**src/rtl/uart_prog_loader.sv**
```systemverilog
// UART program loader: receives an 8N1 byte stream, decodes a 14-bit word
// count header, assembles little-endian 32-bit words and writes them to
// program memory, then releases the memory via upg_done_o.
module uart_prog_loader #(
    parameter int CLK_HZ = 10000000,
    parameter int BAUD   = 115200
) (
    input  logic        upg_clk_i,
    input  logic        rst,
    input  logic        rx_i,
    output logic        upg_wen_o,
    output logic [13:0] upg_adr_o,
    output logic [31:0] upg_dat_o,
    output logic        upg_done_o,
    output logic        frame_err_o,
    output logic        busy_o
);

    localparam int DIV = CLK_HZ / BAUD;
    localparam int CW  = $clog2(DIV + 1);
    localparam logic [CW-1:0] HALF_M1 = CW'(DIV / 2 - 1);
    localparam logic [CW-1:0] FULL_M1 = CW'(DIV - 1);

    typedef enum logic [1:0] {RX_IDLE, RX_START, RX_DATA, RX_STOP} rx_state_t;
    typedef enum logic [1:0] {LD_HDR0, LD_HDR1, LD_DATA, LD_DONE} ld_state_t;

    rx_state_t rx_state, rx_next;
    ld_state_t ld_state, ld_next;

    logic          rx_s1, rx_s2, rx_d;
    logic [CW-1:0] cnt;
    logic [2:0]    bit_idx;
    logic [7:0]    shreg;
    logic          byte_valid;

    logic [7:0]    cnt_lo;
    logic [13:0]   count;
    logic [13:0]   count_next;
    logic [1:0]    lane;
    logic [23:0]   wbuf;
    logic [13:0]   idx;
    logic          last_q;

    assign count_next = {shreg[5:0], cnt_lo};

    // Two-flop synchronizer plus one delay stage for falling-edge detection
    always_ff @(posedge upg_clk_i or posedge rst) begin
        if (rst) begin
            rx_s1 <= 1'b1;
            rx_s2 <= 1'b1;
            rx_d  <= 1'b1;
        end else begin
            rx_s1 <= rx_i;
            rx_s2 <= rx_s1;
            rx_d  <= rx_s2;
        end
    end

    // Receiver state register
    always_ff @(posedge upg_clk_i or posedge rst) begin
        if (rst) rx_state <= RX_IDLE;
        else     rx_state <= rx_next;
    end

    // Receiver next-state: sample at mid-bit, reject false starts
    always_comb begin
        rx_next = rx_state;
        case (rx_state)
            RX_IDLE:  if (rx_d && !rx_s2) rx_next = RX_START;
            RX_START: if (cnt == '0) rx_next = rx_s2 ? RX_IDLE : RX_DATA;
            RX_DATA:  if (cnt == '0 && bit_idx == 3'd7) rx_next = RX_STOP;
            RX_STOP:  if (cnt == '0) rx_next = RX_IDLE;
            default:  rx_next = RX_IDLE;
        endcase
    end

    // Receiver datapath: bit timer, shift register, byte strobe, frame error
    always_ff @(posedge upg_clk_i or posedge rst) begin
        if (rst) begin
            cnt         <= '0;
            bit_idx     <= '0;
            shreg       <= '0;
            byte_valid  <= 1'b0;
            frame_err_o <= 1'b0;
        end else begin
            byte_valid <= 1'b0;
            case (rx_state)
                RX_IDLE: begin
                    cnt     <= HALF_M1;
                    bit_idx <= '0;
                end
                RX_START: cnt <= (cnt == '0) ? FULL_M1 : cnt - 1'b1;
                RX_DATA: begin
                    if (cnt == '0) begin
                        shreg   <= {rx_s2, shreg[7:1]};
                        bit_idx <= bit_idx + 3'd1;
                        cnt     <= FULL_M1;
                    end else begin
                        cnt <= cnt - 1'b1;
                    end
                end
                RX_STOP: begin
                    if (cnt == '0) begin
                        if (rx_s2) byte_valid  <= 1'b1;
                        else       frame_err_o <= 1'b1;
                    end else begin
                        cnt <= cnt - 1'b1;
                    end
                end
                default: cnt <= '0;
            endcase
        end
    end

    // Loader state register
    always_ff @(posedge upg_clk_i or posedge rst) begin
        if (rst) ld_state <= LD_HDR0;
        else     ld_state <= ld_next;
    end

    // Loader next-state: header, data words, then done once the last write issues
    always_comb begin
        ld_next = ld_state;
        case (ld_state)
            LD_HDR0: if (byte_valid) ld_next = LD_HDR1;
            LD_HDR1: if (byte_valid) ld_next = (count_next == '0) ? LD_DONE : LD_DATA;
            LD_DATA: if (upg_wen_o && last_q) ld_next = LD_DONE;
            LD_DONE: ld_next = LD_DONE;
            default: ld_next = LD_HDR0;
        endcase
    end

    // Loader datapath: header capture, word assembly, write strobe, status
    always_ff @(posedge upg_clk_i or posedge rst) begin
        if (rst) begin
            cnt_lo     <= '0;
            count      <= '0;
            lane       <= '0;
            wbuf       <= '0;
            idx        <= '0;
            last_q     <= 1'b0;
            upg_wen_o  <= 1'b0;
            upg_adr_o  <= '0;
            upg_dat_o  <= '0;
            upg_done_o <= 1'b0;
            busy_o     <= 1'b0;
        end else begin
            upg_wen_o  <= 1'b0;
            upg_done_o <= (ld_next == LD_DONE);
            busy_o     <= (ld_next == LD_HDR1) || (ld_next == LD_DATA);
            case (ld_state)
                LD_HDR0: if (byte_valid) cnt_lo <= shreg;
                LD_HDR1: if (byte_valid) count <= count_next;
                LD_DATA: begin
                    if (byte_valid) begin
                        lane <= lane + 2'd1;
                        case (lane)
                            2'd0: wbuf[7:0]   <= shreg;
                            2'd1: wbuf[15:8]  <= shreg;
                            2'd2: wbuf[23:16] <= shreg;
                            default: begin
                                upg_wen_o <= 1'b1;
                                upg_adr_o <= idx;
                                upg_dat_o <= {shreg, wbuf};
                                idx       <= idx + 14'd1;
                                last_q    <= (idx == count - 14'd1);
                            end
                        endcase
                    end
                end
                default: ;
            endcase
        end
    end

endmodule

```
**config.mk**
```make
export PLATFORM = sky130hd
export DESIGN_NAME = uart_prog_loader
export DESIGN_NICKNAME = d
export VERILOG_FILES = /design/src/rtl/uart_prog_loader.sv
export SDC_FILE = /design/constraint.sdc
export NUM_CORES = 1
export LEC_CHECK = 0
export ABC_AREA = 0
export CORE_MARGIN = 10
export CORE_UTILIZATION = 57
export CTS_BUF_LIST = sky130_fd_sc_hd__clkbuf_4 sky130_fd_sc_hd__clkbuf_8 sky130_fd_sc_hd__clkbuf_16
export CTS_CLUSTER_SIZE = 14
export DETAILED_ROUTE_END_ITERATION = 10
export HOLD_SLACK_MARGIN = 0.12
export PLACE_DENSITY_LB_ADDON = 0.08
export SYNTH_ARGS = -nofsm -noshare
export SYNTH_HDL_FRONTEND = slang
export SYNTH_SLANG_ARGS = --single-unit
export TNS_END_PERCENT = 100
```
**constraint.sdc**
```tcl
create_clock -name upg_clk_i -period 7.6 [get_ports upg_clk_i]
set_input_delay 2.28 -clock upg_clk_i [delete_from_list [all_inputs] [get_ports upg_clk_i]]
set_output_delay 2.28 -clock upg_clk_i [all_outputs]
set_load 0.01 [all_outputs]
```
**Yosys cells after proc, flatten, opt, wreduce, memory -nomap -nowiden**

Cells that the tools add are included.

- Output and inout port bits: 50
- Input bits: 3
- Register bits after elaboration: 139
- Word-level logic and storage cells: 95

- Bitwise gates (word level): 2
- $add $sub $neg: 5
- Eq/ne operators: 19
- Muxes and demuxes: 22
- Reduce and logical (&&, ||, !) cells: 24

Operators by type and width:

| kind | count |
|---|---|
| $pmux W7 S3 | 1 |
| $mux W2 | 8 |
| $pmux W2 S4 | 2 |
| $reduce_and A3 Y1 | 5 |
| $add A14 B1 Y14 const B | 1 |
| $eq A14 B14 Y1 | 1 |
| $eq A2 B2 Y1 const B | 7 |
| $logic_not A14 Y1 | 1 |
| $mux W7 | 2 |
| $sub A14 B1 Y14 const B | 1 |
| $ne A2 B2 Y1 const B | 6 |
| $reduce_and A2 Y1 | 5 |
| $eq A2 B1 Y1 const B | 4 |
| $logic_not A7 Y1 | 1 |
| $mux W1 | 7 |
| $sub A7 B1 Y7 const B | 1 |
| $logic_not A2 Y1 | 3 |
| $pmux W3 S2 | 1 |
| $reduce_and A4 Y1 | 1 |
| $add A3 B1 Y3 const B | 1 |
| $eq A3 B3 Y1 const B | 1 |
| $logic_and A1 B1 Y1 | 3 |
| $mux W3 | 1 |
| $reduce_or A3 Y1 | 1 |
| other kinds (6) | 7 |

**Logic depth before layout (Yosys ltp)**

Gate-level depths: netlist of the first run.

- Word-level depth: 6
- Mapped depth: 8
- Gate-level depth less buffers: 7

**Worst setup path before layout of the first run**

Ideal clock, no wire load.

- Kind: register to output
- Start: reg upg_adr_o[0]
- End: out upg_adr_o[0]
- Path buffers: 0
- Cell stages (with the launch flop): 1
- Arrival time: 0.385 ns
- Data required time: 5.320 ns
- Slack: 4.935 ns
- Cell sequence: dfrtp_1

RTL lines:

| element | RTL line | RTL |
|---|---|---|
| start, declared | 12 | `output logic [13:0] upg_adr_o,` |
| start signal, assigned | 163 | `upg_adr_o <= idx;` |

No word-level cell between the ends.

**Final worst setup path of the first run**

- Start: reg upg_dat_o[25]
- End: out upg_dat_o[25]

RTL lines:

| element | RTL line | RTL |
|---|---|---|
| start, declared | 13 | `output logic [31:0] upg_dat_o,` |
| start signal, assigned | 164 | `upg_dat_o <= {shreg, wbuf};` |

No word-level cell between the ends.

==> results.cfg, run 1 <==
[critical_path]
cp-start-kind = register
worstSetupPathType = register to output pin
worstPathRequired_ps = 5320
path_delay_family = buffers and inverters
crit_slowest_cell = clkdlybuf4s50_1
reg2reg_depth = 7
r2r_setup_slack_ps = 4890
reg2reg_from = ld_state[0]$_DFF_PP0_
crit_fanout = 2
worstPathArrival_ps = 1440
endpoint_kind = output pin
worst_path_largest_cell_delay_ps = 560
reg2reg_to = idx[12]$_DFFE_PP0P_
worst-path-buf-inv = 1
cp_cell_sequence = clkdlybuf4s50_1

[grt]
grt_pass1_vias = 4183
overflow = 0
track_usage = 0.176
grt_max_degree = 75
grt_pass1_wl_um = 21100
grt_antenna_before_repair = 0

[min_path]
hold_start = rx_s1$_DFF_PP1_
min_to = rx_s2$_DFF_PP1_
whs_path_depth = 0
hp-class = register to register

[floorplan]
placementRows = 37
die_w_um = 123
io_pins = 53
start_util = 0.587
die_h_um = 123
dieArea_um2 = 15100
core_um2 = 10300

[sta]
finalSetupViolCount = 0
tns_ps = 0
drv_slew = 0
worst_pin_slew_ps = 899
slew-limit-headroom = 0.401
final-hold-violation-count = 0
period_minus_slack_ps = 3720
finClkSkew_ps = 8.22
rsz0062_at_grt = false
setup_slack_ps = 3880
max_freq_mhz = 269
period_share = 0.490

[routing]
routedWlPerCell_um = 16.5
first_pass_iters = 4
vias_per_cell = 5.37
drtIter0Drc = 248
final_antenna_net_count = 0
vias = 4052
wl_um = 12500
drc_errors = 0

[clocking]
root_buffer = clkbuf_8
ctsResizeCount = 0
htree_levels = 4
cts_buffers = 17
postCtsSetupBuffers = 0
cts-hold-fix-buffers = 0
clkTransAtPathRegs_ps = 60
cts_tree = yes
insertion_delay_ps = 510
cts_max_path_buffers = 2
cts.sinks = 139

[flow_run]
cap_viol_max_count = 0

[pwr]
vdd_drop_max_mv = 0.171
powerDensity_nw_per_um2 = 251
netSwitchingFraction = 0.253
p_int_mw = 1.37
clkPwrFrac = 0.447
power_mw = 1.83
p_leak_nw = 3.70
pwr-share-seq = 0.435
power.switching_uw = 465
power_frac_comb = 0.118

[yosys]
synthesis.area_um2 = 6060
ys_async_sr_fraction = 1.00
ys.flop_type = dfrtp_1
yosysWarnings = 0
syn_avg_cell_area_um2 = 11.0
syn_inst = 551
yosysUniqueCellTypes = 49
synth-seq-area-share = 0.575
ys_ff_latch = 139
synth_fp_nets = 569
synth_edf_count = 0

[placement]
gp_congestion = 0.785
dp_slack_ps = 3260
place_area_um2 = 6700
place_inst = 723
hpwlAfterDp_um = 8530
numPortBuffers = 52

[finish]
area_delta_synth_final_pct = 20.4
layout-drive-gt1-share = 0.162
design_area_um2 = 7290
finalNonFillerCells = 755
fill_cells = 750
diodes = 0
final_nets = 624

[status]
status = finished, final reports clean
-- worst max-delay path by stage --
stage	startpoint	end	slack [ps]	depth (start not counted)
after floorplan	rst	asynchronous set/reset pin	1600	1
after global placement	rst	cnt[3]$_DFFE_PP0P_	3320	3
after detailed placement	rst	cnt[3]$_DFFE_PP0P_	3260	3
after CTS	rst	count[6]$_DFFE_PP0P_	3820	3
after global routing	rst	count[5]$_DFFE_PP0P_	3610	3
final	upg_dat_o[25]$_DFFE_PP0P_	upg_dat_o[25]	3880	1
-- cell usage after synthesis, types with 2 or more instances --
| master | count | area share |
|---|---|---|
| nand2_1 | 161 | 0.10 |
| dfrtp_1 | 136 | 0.56 |
| mux2_2 | 51 | 0.095 |
| xnor2_1 | 22 | 0.032 |
| clkbuf_1 | 18 | 0.011 |
| ha_1 | 15 | 0.031 |
| inv_1 | 15 | 0.0093 |
| nor2_1 | 15 | 0.0093 |
| a21oi_1 | 13 | 0.011 |
| xor2_1 | 12 | 0.017 |
| nand3_1 | 11 | 0.0091 |
| o21ai_0 | 9 | 0.0074 |
| nor3_1 | 7 | 0.0058 |
| nor4_1 | 6 | 0.0062 |
| and3_1 | 5 | 0.0052 |
| nor2b_1 | 4 | 0.0041 |
| or3_1 | 4 | 0.0041 |
| dfstp_2 | 3 | 0.013 |
| mux2_1 | 3 | 0.0056 |
| or4_1 | 3 | 0.0037 |
| a21boi_0 | 2 | 0.0025 |
| a31oi_1 | 2 | 0.0021 |
| and3b_1 | 2 | 0.0029 |
| inv_2 | 2 | 0.0012 |
| mux2i_1 | 2 | 0.0033 |
| nand4_1 | 2 | 0.0021 |
| nor3b_2 | 2 | 0.0041 |
| o211ai_1 | 2 | 0.0025 |
| or2_2 | 2 | 0.0021 |
-- placed cells by master (no fill, tap or decap), drive strengths merged, types with 3 or more instances in the layout --
master and count:
clkinv 6, mux2 54, or4 3, dfrtp 136, or3 5, nor2b 4, clkdlybuf4s50 52, dfstp 3
a21oi 13, xor2 12, nor4 7, xnor2 22, and3 5, nand3 11, clkbuf 19, o21ai 9
bufinv 3, ha 15, nor3 7, nor2 15, inv 19, a21boi 3, nand2 161
-- state kept, by name (all words and copies together) (netlist names), named ones only --
signal	count
bit_idx	3
busy_o	1
byte_valid	1
cnt	7
cnt_lo	8
count	14
frame_err_o	1
idx	14
lane	2
last_q	1
ld_state	2
rx_d	1
rx_s1	1
rx_s2	1
rx_state	1
shreg	8
upg_adr_o	14
upg_dat_o	32
upg_done_o	1
upg_wen_o	1
wbuf	24
-- kinds of logic (layout without fill, tap and decap cells) --
logic type | Yosys count | after routing | synth area share
multiplexers | 56 | 56 | 0.104
buffers and inverters | 35 | 103 | 0.0217
XOR/XNOR | 34 | 34 | 0.0492
AO/OA/AOI/OAI | 40 | 40 | 0.0461
AND/OR/NAND/NOR | 232 | 232 | 0.173
flip-flops | 139 | 139 | 0.575
adder cells (fa/ha/maj) | 15 | 15 | 0.0310
-- per-layer routing --
metal | vias up | routed length [um] | global-route usage
met2 | 64 | 6190 | 0.283
li1 | 1953 | - | -
met5 | - | 0 | 0
met1 | 2028 | 5700 | 0.227
met3 | 7 | 522 | 0.0515
met4 | 0 | 87 | 0.0546
-- power groups by stage --
| stage | clock, mW | combinational, mW | sequential (mW) |
|---|---|---|---|
| final | 0.819 | 0.217 | 0.798 |
| after CTS | 0.831 | 0.217 | 0.798 |
| after global placement | 0 | 0.207 | 0.809 |
| after floorplan | 0 | 0.173 | 0.802 |
| after detailed placement | 0 | 0.216 | 0.810 |
| after global routing | 0.871 | 0.246 | 0.802 |
-- cell type report --
| cell class | instances | area (um^2) | share of cell area |
|---|---|---|---|
| Inverter | 17 | 66.3 | 0.00909 |
| Clock buffer | 19 | 429 | 0.0588 |
| Sequential cell | 139 | 3480 | 0.477 |
| Timing Repair Buffer | 54 | 536 | 0.0734 |
| Tap cell | 136 | 170 | 0.0233 |
| Clock inverter | 13 | 168 | 0.0230 |
| Multi-Input combinational cell | 377 | 2440 | 0.335 |
-- through the flow --
step | hold WS, ps | utilization
global route | 369 | 0.706
floorplan | 345 | -
finish | 356 | 0.706
global placement | 346 | 0.649
detailed placement | 348 | 0.649
CTS | 357 | 0.706
(Power assumes the default switching activity.)
==> run 2: changes to the inputs <==
- CORE_UTILIZATION: 57 -> 52
- clock period: 7.6 -> 3.2 ns (I/O delays scaled with it)
==> results.cfg, run 2 (synthesized netlist as in run 1, its figures left out) <==
[clocking]
clkTransAtPathRegs_ps = 60
cts-hold-fix-buffers = 0
insertion_delay_ps = 420
cts_max_path_buffers = 2
ctsResizeCount = 0
cts_tree = yes
cts_buffers = 17
root_buffer = clkbuf_16
cts.sinks = 139
htree_levels = 4
postCtsSetupBuffers = 0

[sta]
worst_pin_slew_ps = 706
holdWs_ps = 355
max_freq_mhz = 432
period_minus_slack_ps = 2310
setup_slack_ps = 885
slew-limit-headroom = 0.528
finClkSkew_ps = 7.50
drv_slew = 0
rsz0062_at_grt = false
finalSetupViolCount = 0
tns_ps = 0
final-hold-violation-count = 0
period_share = 0.723

[floorplan]
dieArea_um2 = 16400
io_pins = 53
die_w_um = 128
core_um2 = 11400
start_util = 0.530
die_h_um = 128
placementRows = 39

[placement]
numPortBuffers = 52
place_inst = 736
gp_congestion = 0.902
hpwlAfterDp_um = 9130
dp_slack_ps = 967

[status]
status = finished, final reports clean

[routing]
drc_errors = 0
drtIter0Drc = 292
vias_per_cell = 5.42
routedWlPerCell_um = 17.1
wl_um = 13100
final_antenna_net_count = 0
vias = 4166
first_pass_iters = 4

[critical_path]
crit_slowest_cell = clkdlybuf4s50_1
worst-path-buf-inv = 1
worstPathRequired_ps = 2240
worst_path_largest_cell_delay_ps = 550
endpoint_kind = output pin
path_delay_family = buffers and inverters
cp-start-kind = register
worstPathArrival_ps = 1350
cp_cell_sequence = clkdlybuf4s50_1
crit_fanout = 2
worstSetupPathType = register to output pin

[finish]
largest_reg_flops = 32
diodes = 0
area_delta_synth_final_pct = 23.1
regMostFlops = upg_dat_o
finalNonFillerCells = 768
reg_top3 = upg_dat_o: 32 flops, wbuf: 24 flops
layout-drive-gt1-share = 0.170
final_nets = 630
final_cell_mix = nand2_1 (161), dfrtp_1 (136), clkdlybuf4s50_1 (52)
utilization = 0.653
final_common_cell = nand2_1
fill_cells = 932

[grt]
grt_pass1_vias = 4424
track_usage = 0.171
overflow = 0
grt_antenna_before_repair = 0
grt_max_degree = 49
grt_pass1_wl_um = 22200

[flow_run]
cap_viol_max_count = 0

[pwr]
powerDensity_nw_per_um2 = 610
vdd_drop_max_mv = 0.635
p_leak_nw = 3.76

[min_path]
hp-class = register to register
==> run 2: cell types whose count changed in the layout (fill, tap and decap cells not counted), sizes merged <==
cell / change
clkbuf: +1
clkinv: -3
inv: -1
bufinv: +1
clkinvlp: +2
buf: +6
==> run 2: per-layer routing <==
| layer | routed length (um) | GRT usage | vias to the layer above |
|---|---|---|---|
| li1 | - | - | 1975 |
| met1 | 5580 | 0.196 | 2093 |
| met2 | 6690 | 0.290 | 76 |
| met3 | 581 | 0.0558 | 22 |
| met4 | 278 | 0.0669 | 0 |
| met5 | 0 | 0 | - |
==> run 2: worst paths after layout <==
path,startpoint,endpoint,slack (ps),cells past startpoint
max,upg_dat_o[8]$_DFFE_PP0P_,upg_dat_o[8],890,1
max reg2reg,count[0]$_DFFE_PP0P_,last_q$_DFFE_PP0P_,950,7
max in group asynchronous,rst,last_q$_DFFE_PP0P_,1700,3
min,rx_s1$_DFF_PP1_,rx_s2$_DFF_PP1_,350,0
min in group asynchronous,rst,wbuf[9]$_DFFE_PP0P_,920,2
min reg2reg,rx_s1$_DFF_PP1_,rx_s2$_DFF_PP1_,350,0
==> run 2: final cells by class <==
type / count / area, um^2 / share of cell area
Clock buffer: 20 / 467 / 0.0626
Timing Repair Buffer: 60 / 631 / 0.0846
Inverter: 17 / 67.6 / 0.00906
Tap cell: 143 / 179 / 0.0240
Clock inverter: 12 / 185 / 0.0248
Sequential cell: 139 / 3480 / 0.467
Multi-Input combinational cell: 377 / 2440 / 0.328
==> run 2: power by group <==
part	internal, mW	switching [mW]
registers	1.83	0.0619
clock network	1.37	0.752
logic	0.221	0.306
==> run 2: through the flow <==
| step | area [um^2] | power, mW |
|---|---|---|
| global route | 7450 | 4.73 |
| finish | 7450 | 4.54 |
| CTS | 7450 | 4.58 |
| detailed placement | 6800 | 2.45 |
| global placement | 6800 | 2.43 |
| floorplan | 6060 | 2.32 |
